<file path="config.mk">
export PLATFORM = sky130hd
export DESIGN_NAME = dmem_access_ctrl
export DESIGN_NICKNAME = d
export VERILOG_FILES = /design/src/rtl/dmem_access_ctrl.sv
export SDC_FILE = /design/constraint.sdc
export NUM_CORES = 1
export LEC_CHECK = 0
export CORE_ASPECT_RATIO = 0.8
export CORE_MARGIN = 8
export CORE_UTILIZATION = 47
export CTS_CLUSTER_DIAMETER = 50
export DETAILED_ROUTE_END_ITERATION = 8
export PLACE_DENSITY_LB_ADDON = 0.08
export SLEW_MARGIN = 20
export SYNTH_ARGS = -nofsm -noshare
export SYNTH_HDL_FRONTEND = slang
export SYNTH_SLANG_ARGS = --single-unit
export TNS_END_PERCENT = 5
</file>
<file path="constraint.sdc">
create_clock -name clk -period 4.7 [get_ports clk]
set_input_delay 0.47 -clock clk [delete_from_list [all_inputs] [get_ports clk]]
set_output_delay 0.47 -clock clk [all_outputs]
set_load 0.1 [all_outputs]
</file>
<file path="src/rtl/dmem_access_ctrl.sv">
// ============================================================================
// Module   : dmem_access_ctrl
// Purpose  : Byte/halfword/word CPU loads and stores onto a word-wide data
//            memory, with read-modify-write for sub-word stores.
// Revision : 1.0
// ============================================================================
`default_nettype none

module dmem_access_ctrl #(
    parameter int AW    = 14,
    parameter int CNT_W = 16
) (
    input  logic             clk,
    input  logic             reset,
    input  logic             cpu_req,
    input  logic             cpu_wr,
    input  logic [1:0]       cpu_size,
    input  logic             cpu_unsigned,
    input  logic [31:0]      cpu_addr,
    input  logic [31:0]      cpu_wdata,
    output logic [31:0]      cpu_rdata,
    output logic             cpu_stall,
    output logic             mem_wr,
    output logic [31:0]      mem_addr,
    output logic [31:0]      mem_writedata,
    input  logic [31:0]      mem_readdata,
    output logic             align_err,
    output logic [31:0]      err_addr,
    output logic [CNT_W-1:0] rmw_count
);

    typedef enum logic [0:0] {
        S_IDLE   = 1'b0,
        S_RMW_WR = 1'b1
    } state_t;

    localparam logic [CNT_W-1:0] C_CNT_MAX = '1;

    state_t           r_state;
    logic [31:0]      r_merged;
    logic [AW-1:0]    r_waddr;
    logic             r_align_err;
    logic [31:0]      r_err_addr;
    logic [CNT_W-1:0] r_rmw_count;

    logic             w_is_byte;
    logic             w_is_half;
    logic             w_is_word;
    logic             w_misal;
    logic [1:0]       w_lane;
    logic [7:0]       w_byte;
    logic [15:0]      w_half;
    logic [31:0]      w_load;
    logic [31:0]      w_merged;
    logic [31:0]      w_word_addr;
    logic             w_unused_addr;

    assign w_is_word   = cpu_size[1];
    assign w_is_half   = (cpu_size == 2'b01);
    assign w_is_byte   = (cpu_size == 2'b00);
    assign w_lane      = cpu_addr[1:0];
    assign w_misal     = (w_is_half & cpu_addr[0]) | (w_is_word & (|cpu_addr[1:0]));
    assign w_word_addr = {{(32-AW){1'b0}}, cpu_addr[AW+1:2]};
    assign w_unused_addr = ^cpu_addr[31:AW+2];

    assign w_byte = 8'(mem_readdata >> {w_lane, 3'b000});
    assign w_half = cpu_addr[1] ? mem_readdata[31:16] : mem_readdata[15:0];

    always_comb begin
        w_load = mem_readdata;
        if (w_is_byte) begin
            w_load = {{24{~cpu_unsigned & w_byte[7]}}, w_byte};
        end else if (w_is_half) begin
            w_load = {{16{~cpu_unsigned & w_half[15]}}, w_half};
        end
    end

    // Current memory word with the addressed lane overwritten by store data.
    always_comb begin
        w_merged = mem_readdata;
        if (w_is_byte) begin
            w_merged[{w_lane, 3'b000} +: 8] = cpu_wdata[7:0];
        end else if (cpu_addr[1]) begin
            w_merged[31:16] = cpu_wdata[15:0];
        end else begin
            w_merged[15:0] = cpu_wdata[15:0];
        end
    end

    always_comb begin
        cpu_rdata     = 32'h0;
        cpu_stall     = 1'b0;
        mem_wr        = 1'b0;
        mem_addr      = w_word_addr;
        mem_writedata = cpu_wdata;
        if (r_state == S_RMW_WR) begin
            mem_wr        = 1'b1;
            mem_addr      = {{(32-AW){1'b0}}, r_waddr};
            mem_writedata = r_merged;
        end else if (cpu_req && !w_misal) begin
            if (!cpu_wr) begin
                cpu_rdata = w_load;
            end else if (w_is_word) begin
                mem_wr = 1'b1;
            end else begin
                cpu_stall = 1'b1;
            end
        end
    end

    always_ff @(posedge clk or posedge reset) begin
        if (reset) begin
            r_state     <= S_IDLE;
            r_merged    <= 32'h0;
            r_waddr     <= '0;
            r_align_err <= 1'b0;
            r_err_addr  <= 32'h0;
            r_rmw_count <= '0;
        end else begin
            case (r_state)
                S_IDLE: begin
                    if (cpu_req && w_misal) begin
                        r_align_err <= 1'b1;
                        if (!r_align_err) begin
                            r_err_addr <= cpu_addr;
                        end
                    end else if (cpu_req && cpu_wr && !w_is_word) begin
                        r_merged <= w_merged;
                        r_waddr  <= cpu_addr[AW+1:2];
                        r_state  <= S_RMW_WR;
                    end
                end
                S_RMW_WR: begin
                    if (r_rmw_count != C_CNT_MAX) begin
                        r_rmw_count <= r_rmw_count + 1'b1;
                    end
                    r_state <= S_IDLE;
                end
                default: r_state <= S_IDLE;
            endcase
        end
    end

    assign align_err = r_align_err;
    assign err_addr  = r_err_addr;
    assign rmw_count = r_rmw_count;

endmodule

`default_nettype wire

</file>
# Word level (Yosys, flattened, before mapping)
# Cells that the tools add are included.
# W data, S select, Z words.
# totals
elab_cells	57
register_bits	96
out_inout_bits	147
# classes
add_sub_neg	2
shift	3
eq_ne	2
n_reduce_logical	12
n_bitwise	9
n_mux	23
# ops
op	n
$mux W32	7
$mux W16	3
$bwmux W32	1
$shift A8 B7 Y32 const A	1
$shiftx A8 B7 Y32	1
$shr A32 B5 Y8	1
$add A16 B1 Y16 const B	1
$ne A16 B16 Y1 const B	1
$mux W14	1
$mux W1	10
$neg A5 Y7	1
$reduce_and A3 Y1	2
$and A1 B1 Y1	4
$logic_and A1 B1 Y1	4
$not A1 Y1	4
$reduce_and A2 Y1	2
$eq A2 B1 Y1 const B	1
$logic_not A1 Y1	2
$logic_not A2 Y1	1
$pmux W1 S2	1
$reduce_or A2 Y1	1
$or A1 B1 Y1	1

# Depth between registers and ports, before layout
# logic_depth
word_depth	7
mapped_depth	9

# Worst setup path after synthesis
# OpenSTA, ideal clock, no wires.
# synth_timing
path_kind	in2out
from	input cpu_addr[0]
to	output cpu_rdata[0]
cell_stages	8
t_arrival_ps	3994
n_path_buf	2
setup_slack_ps	236
path_cell_list	buf_2 > inv_1 > ha_1 > inv_1 > a21o_1 > or3_1 > buf_2 > a311oi_1
# synth_via
elab_chain_cells	7
word_cells_on_any_way	11
cone_classes	shift (1); mux (4); bitwise (3); reduce/logical (3)
# synth_lines
item	line	source
start, declared	19	input logic [31:0] cpu_addr,
parallel branches: the longest is 5 deep, another holds $shr A32 B5 Y8	n/a	
$mux W32 (*)	100	end else if (cpu_req && !w_misal) begin
$mux W32 (*)	96	if (r_state == S_RMW_WR) begin
end, declared	21	output logic [31:0] cpu_rdata,
# Every way passes the cells marked *.

# Worst setup path after layout
# layout_timing
from	input cpu_addr[1]
to	output cpu_rdata[3]
# The elaborated chain is that of the path after synthesis.

==> impl_metrics.toml <==
[worst_setup_path]
start_kind = "input pin"
cp.buffers_inverters = 4
crit_chain = "clkdlybuf4s50_1, inv_1, ha_1, inv_1, a21o_1, or3_1, a311oi_1, buf_12"
critical_path.slowest_cell = "or3_1"
arrival_ns = 3.09
required_ns = 4.23
crit_type = "in -> out"
path_max_fanout = 16
path_delay_family = "buffers and inverters"
max_stage_delay_ns = 0.57
crit_path_end_kind = "output pin"
crit_top_cell = "inv_1"

[timing]
min_period_ns = 3.561
fmax_mhz = 280.8
setup_tns_ns = 0
finClkSkew_ns = 0.006542
drv_slew = 0
hold_viol = 0
rsz0062_at_grt = "false"
tightest_slew_ns = 1.057
setup_viol = 0
period_share_pct = 75.77
relSlewSlack_pct = 29.32

[synthesis]
ys_seq_elements = 96
synth_edf_count = 0
synth_ff_type = "dfrtp_1"
yosysSeqAreaShare_pct = 40.79
synth_top_area_cell = "dfrtp_1"
synth_cells = 606
syn_area_per_cell_sq_um = 9.718
synth_cell_types = 52
yosys_warnings = 0
synthTopCellsByArea = "dfrtp_1 41%, mux2_2 18%, nand2_1 6.3%, a221oi_1 4.8%, o21ai_0 3.3%"
synth_top_area_share_pct = 40.79
async_flop_share_pct = 100.0
synthesis.area_sq_mm = 0.005889

[final_layout]
n_antenna_cell = 0
most-common-layout-cells = "197 x clkdlybuf4s50_1, 99 x nand2_1, 95 x dfrtp_1"
fillerInstances = 896
regArea_sq_mm = 0.002406
drive_above_1_share_pct = 20.73
layout_commonest_cell = "clkdlybuf4s50_1"
syn2layout_area_growth_pct = 50.54
fin_cells = 991
multi_input_area_sq_mm = 0.003151
nets = 924

[global_route]
grt_use_total_pct = 25.40
busiest_layer = "met2"
gr-usage-met3_pct = 7.475
grt_pass1_vias = 5692
gr-total-overflow = 0
grt_use_met2_pct = 40.58
antenna_found_initial = 0
grt_first_pass_wirelength_mm = 32.26
grt_max_degree = 64
met1_usage_pct = 31.88

[power]
powerDensity_mw_per_mm2 = 414.5
p_leak_nw = 3.772
peakVddDrop_mv = 0.4179

[route]
route.detailed.drc = 0
wl_per_cell_um = 21.25
routed_via_density = 5.684
drt_first_iter_violations = 410
firstDrtPassIters = 5
antenna_left = 0
drt-total-wl_mm = 21.06
dr_total_vias = 5633

[die]
pin_count = 250
dieArea_sq_mm = 0.01639
core_sq_mm = 0.01221
rows = 36
start_util_pct = 48.25
fp.dieH_um = 116.1
dieWidth_um = 141.2

[clock_network]
post_cts_buffers = 0
cts.htree.levels = 3
hold_buffers = 0
cts_tree = "built"
ctsResizeCount = 0
cts_buffer_depth = 2
cts_buffers = 9
cts.sinks = 96
ctsRootBufferMaster = "clkbuf_16"
clock_latency_ns = 0.35
clk_pin_slew_ns = 0.07

[status]
status = "finished, final reports clean"

[job]
drv_cap = 0

[place]
io_buffers = 231
place_hpwl_mm = 16.10
globalplace.congestion = 0.9623
place_inst = 975

[hold_path]
hp-class = "reg -> reg"
## final timing paths
check	slack, ns	depth (start not counted)	end	start
max	1.14	8	cpu_rdata[3]	cpu_addr[1]
min	0.47	2	r_waddr[13]	r_waddr[13]
max reg2reg	2.22	6	r_merged[1]	r_state
min reg2reg	0.47	2	r_waddr[13]	r_waddr[13]
max in group asynchronous	3.03	3	r_state	reset
min in group asynchronous	0.62	2	rmw_count[9]	reset
## state kept, by name, indices dropped and copies added, names as in the netlist
name / count
r_state: 1
rmw_count: 16
r_merged: 32
err_addr: 32
align_err: 1
r_waddr: 14
## power by group
group / internal [mW] / switching (mW) / total [mW]
Clock: 0.424 / 0.347 / 0.771
Sequential: 0.992 / 0.110 / 1.10
Combinational: 0.476 / 1.33 / 1.80
Total: 1.89 / 1.78 / 3.68
## routing by layer
layer  part of all wire, %  wire, um
met1                    42      8747
met4                   3.1       650
met3                   9.5      2003
met5                     0         0
met2                    46      9660
## final cells by class
| class | instances | share of cell area (%) |
|---|---|---|
| Inverter | 25 | 1.087 |
| Clock inverter | 7 | 0.9738 |
| Tap cell | 171 | 2.413 |
| Sequential cell | 96 | 27.14 |
| Timing Repair Buffer | 239 | 30.31 |
| Multi-Input combinational cell | 444 | 35.53 |
| Clock buffer | 9 | 2.540 |
## per-stage QoR
step | util [%] | area, sq um | power [mW] | setup slack [ns] | hold WS [ns]
3_5_place_dp | 70.06 | 8552 | 2.916 | 1.205 | 0.4571
3_3_place_gp | 70.06 | 8552 | 2.881 | 1.293 | 0.4522
4_1_cts | 72.61 | 8864 | 3.692 | 1.087 | 0.4748
2_1_floorplan | - | 5953 | 2.423 | 0.2364 | 0.4401
5_1_grt | 72.63 | 8866 | 3.807 | 1.013 | 0.4875
6_report | 72.63 | 8866 | 3.675 | 1.139 | 0.4738
## cells in the mapped netlist, types with 4 or more instances
cell type and count:
buf_1 4, mux4_2 7, a311oi_1 6, dfrtp_1 96, xnor2_1 9, o21ai_1 4
nor2_1 45, o21ai_0 39, a221oi_1 32, ha_1 6, buf_4 22, nand2_1 99
buf_2 8, clkbuf_1 23, mux2_2 93, xor2_1 6, inv_1 25, a21oi_1 24
nand4_1 4, nand3_1 6
## cell families (layout without fill, tap and decap cells)
group	Yosys count	in the layout	share of synthesized area [%]
XOR/XNOR	15	15	2.231
adder cells (fa/ha/maj)	6	6	1.275
AND/OR/NAND/NOR	184	184	13.89
buffers and inverters	83	280	6.990
other	1	18	0.06367
flip-flops	96	96	40.79
multiplexers	104	104	21.16
AO/OA/AOI/OAI	117	117	13.60
## tightest hold or removal path, stage by stage, from the launching register on
cell and delay, ns:
dfrtp_1 0.34, nand2_1 0.05, nand2_1 0.05
Power figures use the tool's default switching activity.
